[config.mk]
export PLATFORM = sky130hd
export DESIGN_NAME = smi_iq_frame_tx
export DESIGN_NICKNAME = d
export VERILOG_FILES = /design/src/rtl/smi_pkg.sv /design/src/rtl/smi_strobe_sync.sv /design/src/rtl/smi_iq_frame_tx.sv
export SDC_FILE = /design/constraint.sdc
export NUM_CORES = 1
export LEC_CHECK = 0
export ABC_AREA = 1
export CAP_MARGIN = 5
export CORE_MARGIN = 3
export CORE_UTILIZATION = 38
export CTS_CLUSTER_DIAMETER = 100
export DETAILED_ROUTE_END_ITERATION = 12
export HOLD_SLACK_MARGIN = 0.08
export PLACE_DENSITY = 0.57
export SYNTH_ARGS = -nofsm -noshare
export SYNTH_HDL_FRONTEND = slang
export SYNTH_SLANG_ARGS = --single-unit
[constraint.sdc]
create_clock -name i_sys_clk -period 3.3 [get_ports i_sys_clk]
set_input_delay 0.66 -clock i_sys_clk [delete_from_list [all_inputs] [get_ports i_sys_clk]]
set_output_delay 0.66 -clock i_sys_clk [all_outputs]
set_load 0.01 [all_outputs]
[src/rtl/smi_pkg.sv]
// smi_pkg: shared byte indices, FSM encoding, sync constants and frame helpers for the SMI IQ framer.
package smi_pkg;

    localparam logic [1:0] B0 = 2'd0;
    localparam logic [1:0] B1 = 2'd1;
    localparam logic [1:0] B2 = 2'd2;
    localparam logic [1:0] B3 = 2'd3;

    typedef enum logic [1:0] {
        IDLE = 2'd0,
        LOAD = 2'd1,
        SEND = 2'd2
    } state_t;

    localparam logic [1:0]  SYNC_HI    = 2'b10;
    localparam logic [1:0]  SYNC_LO    = 2'b01;
    localparam logic [31:0] IDLE_FRAME = 32'hA000_0000;

    // Frame register layout is b0..b3 from MSB down; only b0 has bit7 set so the Pi can resync.
    function automatic logic [31:0] pack_frame(input logic [12:0] i, input logic [12:0] q, input logic flag);
        return {1'b1, flag, 1'b0, i[12:8], 1'b0, i[7:1], 1'b0, i[0], q[12:7], 1'b0, q[6:0]};
    endfunction

    function automatic logic word_ok(input logic [31:0] w);
        return w[31:30] == SYNC_HI && w[15:14] == SYNC_LO;
    endfunction

endpackage

[src/rtl/smi_strobe_sync.sv]
// smi_strobe_sync: normalises SOE to asserted-high, double-syncs it into i_sys_clk and
// pulses adv for one cycle at the end of each strobe.
module smi_strobe_sync #(
    parameter bit SOE_ACTIVE_HIGH = 1'b0
) (
    input  logic i_sys_clk,
    input  logic i_rst_b,
    input  logic soe,
    output logic adv
);

    logic [2:0] sh;

    always_ff @(posedge i_sys_clk or negedge i_rst_b)
        if (!i_rst_b)
            sh <= '0;
        else
            sh <= {sh[1:0], soe ^ !SOE_ACTIVE_HIGH};

    assign adv = sh[2] & ~sh[1];

endmodule

[src/rtl/smi_iq_frame_tx.sv]
// smi_iq_frame_tx: frames 32-bit RX FIFO IQ words into 4 SOF-tagged bytes for the SMI read path.
// Optional SMI_FRAMER_TEST_PATTERN_EN adds i_test_mode, which replaces FIFO data with a 13-bit ramp.
module smi_iq_frame_tx
    import smi_pkg::*;
#(
    parameter bit SOE_ACTIVE_HIGH = 1'b0,
    parameter int CNT_W           = 16
) (
    input  logic             i_sys_clk,
    input  logic             i_rst_b,
    input  logic             i_enable,
    input  logic             i_rx_fifo_empty,
    output logic             o_rx_fifo_pull,
    input  logic [31:0]      i_rx_fifo_pulled_data,
    input  logic             i_smi_soe_se,
    output logic [7:0]       o_smi_data_out,
    output logic             o_smi_read_req,
    input  logic             i_cnt_clear,
`ifdef SMI_FRAMER_TEST_PATTERN_EN
    input  logic             i_test_mode,
`endif
    output logic [CNT_W-1:0] o_underrun_cnt,
    output logic [CNT_W-1:0] o_malformed_cnt,
    output logic [1:0]       o_state
);

    state_t      state;
    logic [1:0]  byte_ix;
    logic [31:0] frame, nxt_word, fifo_frame, ld_frame;
    logic [7:0]  cur;
    logic        nxt_vld, cap, adv, tm, in_flight, boundary, load, consume, under, bad;
    logic        unused_lsb;

    smi_strobe_sync #(.SOE_ACTIVE_HIGH(SOE_ACTIVE_HIGH)) u_sync (
        .i_sys_clk(i_sys_clk),
        .i_rst_b  (i_rst_b),
        .soe      (i_smi_soe_se),
        .adv      (adv)
    );

    assign fifo_frame = nxt_vld && word_ok(nxt_word) ?
                        pack_frame(nxt_word[29:17], nxt_word[13:1], nxt_word[16]) : IDLE_FRAME;
    assign unused_lsb = nxt_word[0];

`ifdef SMI_FRAMER_TEST_PATTERN_EN
    logic [12:0] ramp;
    assign tm       = i_test_mode;
    assign ld_frame = tm ? pack_frame(ramp, ~ramp, 1'b0) : fifo_frame;
    always_ff @(posedge i_sys_clk or negedge i_rst_b)
        if (!i_rst_b)
            ramp <= '0;
        else if (load && tm)
            ramp <= ramp + 13'd1;
`else
    assign tm       = 1'b0;
    assign ld_frame = fifo_frame;
`endif

    // The first load after enable waits for a word already on its way; with nothing coming it
    // starts on the idle frame. Only missed frame boundaries count as underruns.
    assign in_flight = o_rx_fifo_pull | cap | !i_rx_fifo_empty;
    assign boundary  = state == SEND && adv && byte_ix == B3 && i_enable;
    assign load      = boundary || (state == LOAD && (nxt_vld || tm || !in_flight));
    assign consume   = load && nxt_vld && !tm;
    assign under     = boundary && !nxt_vld && !tm;
    assign bad       = consume && !word_ok(nxt_word);

    assign o_smi_read_req = (state == SEND && byte_ix != B0) || nxt_vld;
    assign o_state        = state;

    always_comb
        case (byte_ix)
            B0:      cur = frame[31:24];
            B1:      cur = frame[23:16];
            B2:      cur = frame[15:8];
            default: cur = frame[7:0];
        endcase

    always_ff @(posedge i_sys_clk or negedge i_rst_b)
        if (!i_rst_b) begin
            o_rx_fifo_pull <= 1'b0;
            cap            <= 1'b0;
            nxt_vld        <= 1'b0;
            nxt_word       <= '0;
        end else begin
            o_rx_fifo_pull <= state != IDLE && !tm && !nxt_vld && !i_rx_fifo_empty && !o_rx_fifo_pull && !cap;
            cap            <= o_rx_fifo_pull;
            if (cap) begin
                nxt_word <= i_rx_fifo_pulled_data;
                nxt_vld  <= 1'b1;
            end else if (consume)
                nxt_vld <= 1'b0;
        end

    always_ff @(posedge i_sys_clk or negedge i_rst_b)
        if (!i_rst_b) begin
            state          <= IDLE;
            byte_ix        <= B0;
            frame          <= '0;
            o_smi_data_out <= 8'h00;
        end else begin
            o_smi_data_out <= cur;
            if (state == SEND && adv)
                byte_ix <= byte_ix + 2'd1;
            if (load)
                frame <= ld_frame;
            case (state)
                IDLE:    state <= i_enable ? LOAD : IDLE;
                LOAD:    state <= load ? SEND : LOAD;
                SEND:    state <= adv && byte_ix == B3 && !i_enable ? IDLE : SEND;
                default: state <= IDLE;
            endcase
        end

    always_ff @(posedge i_sys_clk or negedge i_rst_b)
        if (!i_rst_b) begin
            o_underrun_cnt  <= '0;
            o_malformed_cnt <= '0;
        end else if (i_cnt_clear) begin
            o_underrun_cnt  <= '0;
            o_malformed_cnt <= '0;
        end else begin
            if (under && !(&o_underrun_cnt))
                o_underrun_cnt <= o_underrun_cnt + 1'b1;
            if (bad && !(&o_malformed_cnt))
                o_malformed_cnt <= o_malformed_cnt + 1'b1;
        end

endmodule
==> metrics.md <==
| Metric | Value |
|---|---|
| Status | complete, no violations |
| Largest fanout on the critical path | 9 |
| Quantity of gates resized following cts | 0 |
| Setup repair after global routing missed its margin | false |
| Crit path buffers/inverters | 2 |
| Die outline area | 15200 um2 |
| DR pass1 iterations | 4 |
| Final-report max-slew violation count | 0 |
| Post-synth EDFFs | 0 |
| Post-CTS Hold Fix Bufs | 0 |
| Leak | 2.94 nW |
| Max Freq | 0.357 GHz |
| Final RePlAce weighted congestion | 0.854 |
| Dominant delay contributor by cell family on the critical path | buffers and inverters |
| Cell breakdown of the critical path | inv_1 > ha_1 > o21ai_0 > clkdlybuf4s50_1 |
| Arrival time of the worst setup path | 2140 ps |
| Largest incremental delay on the critical path | 590 ps |
| Crit Path Category | reg -> out |
| Launch point of the worst reg-to-reg path | o_underrun_cnt[0] |
| Crit. End Element | output port |
| Synth Register Bits | 110 |
| Total routed wirelength | 11.7 mm |
| Reg clk slew, reported paths | 70 ps |
| Htree depth | 3 |
| Sink Count | 110 |
| Dominant register cell in the synthesized netlist | dfrtp_1 |
| Sequential element share of the synthesized area | 52.6% |
| Area inside the core boundary | 13300 um2 |
| Global-route usage over all layers | 16.4% |
| Count of final setup violators | 0 |
| Class of the worst hold path | in -> async |
| Source-to-sink clock delay at the later pin of the worst-skew pair | 350 ps |
| Number of cells on the critical path | 4 |
| Clock tree root buffer cell | clkbuf_16 |
| Post-detailed-placement cell area | 6180 um2 |
| Netlist area before placement | 5230 um2 |
| Max-cap violations | 0 |
| Fraction of final layout cells sized beyond drive strength 1 | 6.28% |
| Max Buffers Root-to-Sink | 2 |
| Total negative setup slack | 0 ps |
| Row Count | 42 |
| Number of top-level pins | 82 |
| Area growth syn-to-layout | 23.7% |
| Starting density of the core | 39.2% |
| Largest net degree at the start of global routing | 61 |
| Inserted Clock Buffers | 9 |
| VDD IR max | 385 uV |
| Critical Path Source Type | flop |
| Design area | 6470 um2 |
| Final routed wire length divided by cell count | 13.3 um |
| Number of antenna violations at the first check in global routing | 0 |
| Antenna viol nets, final | 0 |
| Normalized max-slew margin | 52.4% |
| Distinct cell type count after synthesis | 30 |
| Data required time of the worst path | 2640 ps |
| Total count of hold-check failures in the final report | 0 |
| Vias in the first global route | 4066 |
| Clock skew | 5.23 ps |
| Critical path origin | byte_ix[0] |
| Final-layout worst hold slack | 347 ps |
| Remaining design rule violation count | 0 |
| Overflow left after global routing | 0 |
| Net count reported at finish | 741 |
| Shortest clock period the worst path allows after layout | 2800 ps |
| Post-route clock period utilization | 84.8% |
| Filler cell count | 1341 |
| Fin cells | 877 |
| Crit path max-delay cell type | clkdlybuf4s50_1 |
| Fraction of registers with async set/reset | 100% |
| Vias after detailed routing | 4258 |
| Total power consumption of the routed design | 3.99 mW |
| Port Buffers | 80 |
| Number of inserted diodes | 0 |
| Pwr/cell area | 616 nW/um2 |
| DRT iter0 DRCs | 296 |
| Capturing element of the worst setup path | o_smi_read_req |
| Actual slew at the worst max-slew pin | 714 ps |
| Wire length of the first global-routing pass | 19.7 mm |
| Flop2flop setup slack | 1360 ps |
| Via-to-Cell Ratio | 4.86 |
| Endpoint of the worst-slack reg-to-reg timing path | o_underrun_cnt[6] |
| Syn nets | 665 |
| Cells after synthesis | 620 |
| Avg Inst Size Synth | 8.44 um2 |
| Clock tree from TritonCTS | built |
| Height of the die | 123 um |
| Worst-case reg-to-reg path depth | 8 |
| Post-placement cell count | 861 |
| Chip Width | 123 um |
| DP Wirelength | 8.21 mm |
| Post-CTS setup buffer count | 0 |
| Number of warnings printed during yosys synthesis | 0 |
cell type report:
cell class	instances	area, um2	share of cell area [%]
well taps	176	220	3.40
inverters	87	327	5.04
clock inverters	5	65.1	1.01
flip-flops and latches	110	2750	42.5
clock buffers	11	233	3.59
multi-input cells	400	2020	31.2
repair buffers	88	858	13.3
placed cells by master, fill, tap and decap left out, types with 2 or more instances in the layout:
master	count
nand2_1	162
dfrtp_1	110
inv_1	87
clkdlybuf4s50_1	79
nand3_1	42
o21ai_0	38
nor2_1	37
o22ai_1	28
nand4_1	13
a21oi_1	9
clkbuf_16	9
buf_4	9
xor2_1	8
a211oi_1	7
o21ai_1	7
nand3b_1	7
ha_1	7
o21bai_1	6
nand2_2	5
nor2_4	5
nor3_1	4
nor2_2	4
or2_2	4
nand3_2	2
clkbuf_1	2
clkinv_4	2
inv_6	2
state kept, by name (all words and copies together) (netlist names):
name             cells
o_rx_fifo_pull       1
o_underrun_cnt      16
nxt_vld              1
o_state              2
o_malformed_cnt     16
o_smi_data_out       8
byte_ix              2
nxt_word            31
cap                  1
frame               29
u_sync.sh            3
Yosys cell counts (7+ instances only):
cell type	count	share of area, %
xor2_1	8	1.3
o22ai_1	28	3.3
nand2_1	162	12
dfrtp_1	110	53
nand4_1	13	1.6
inv_1	87	6.2
o21ai_1	7	0.67
a21oi_1	9	0.86
nand3b_1	7	1.0
a211oi_1	7	1.0
clkbuf_1	10	0.72
ha_1	7	1.7
nor2_1	37	2.7
o21ai_0	38	3.6
nand3_1	42	4.0
worst min-delay path by stage:
stage                 startpoint                 to  slack (ps)
finish                   i_rst_b  o_underrun_cnt[7]         350
global route        u_sync.sh[0]       u_sync.sh[1]         370
CTS                 u_sync.sh[0]       u_sync.sh[1]         350
detailed placement  u_sync.sh[0]       u_sync.sh[1]         330
global placement    u_sync.sh[0]       u_sync.sh[1]         340
floorplan           u_sync.sh[0]       u_sync.sh[1]         330
routing by layer:
layer  global-route usage [%]  vias to the layer above  part of all wire (%)
met5                        0                        -                     0
met4                     5.81                        0                   1.5
met3                     3.16                       12                   4.1
met2                     26.0                       69                    47
met1                     22.6                     2031                    48
li1                         -                     2146                     -
kinds of logic after synthesis:
| kind of cell | Yosys count | synth area share [%] |
|---|---|---|
| AO/OA/AOI/OAI | 97 | 10.6 |
| XOR/XNOR | 9 | 1.51 |
| adder cells (fa/ha/maj) | 7 | 1.67 |
| buffers and inverters | 110 | 8.82 |
| flip-flops | 110 | 52.6 |
| AND/OR/NAND/NOR | 287 | 24.7 |
report_power, final:
part | switching, mW | total [mW] | internal [mW]
clock network | 0.495 | 1.09 | 0.598
registers | 0.136 | 1.80 | 1.67
logic | 0.679 | 1.09 | 0.414
total | 1.31 | 3.99 | 2.68
stage by stage:
step / setup WS (ps) / utilization [%]
2_1_floorplan: 1510 / -
3_3_place_gp: 838 / 46.3
3_5_place_dp: 803 / 46.3
4_1_cts: 506 / 48.5
5_1_grt: 407 / 48.5
6_report: 503 / 48.5
worst register-to-register path: stages, from the launching register on:
cell	delay (ps)
dfrtp_1	440
ha_1	220
inv_1	90
nor2_4	150
nand2_2	110
nor2_2	160
nor2_2	100
nor2_4	390
o21ai_1	150
No activity file was read; power rests on OpenSTA's default activity.
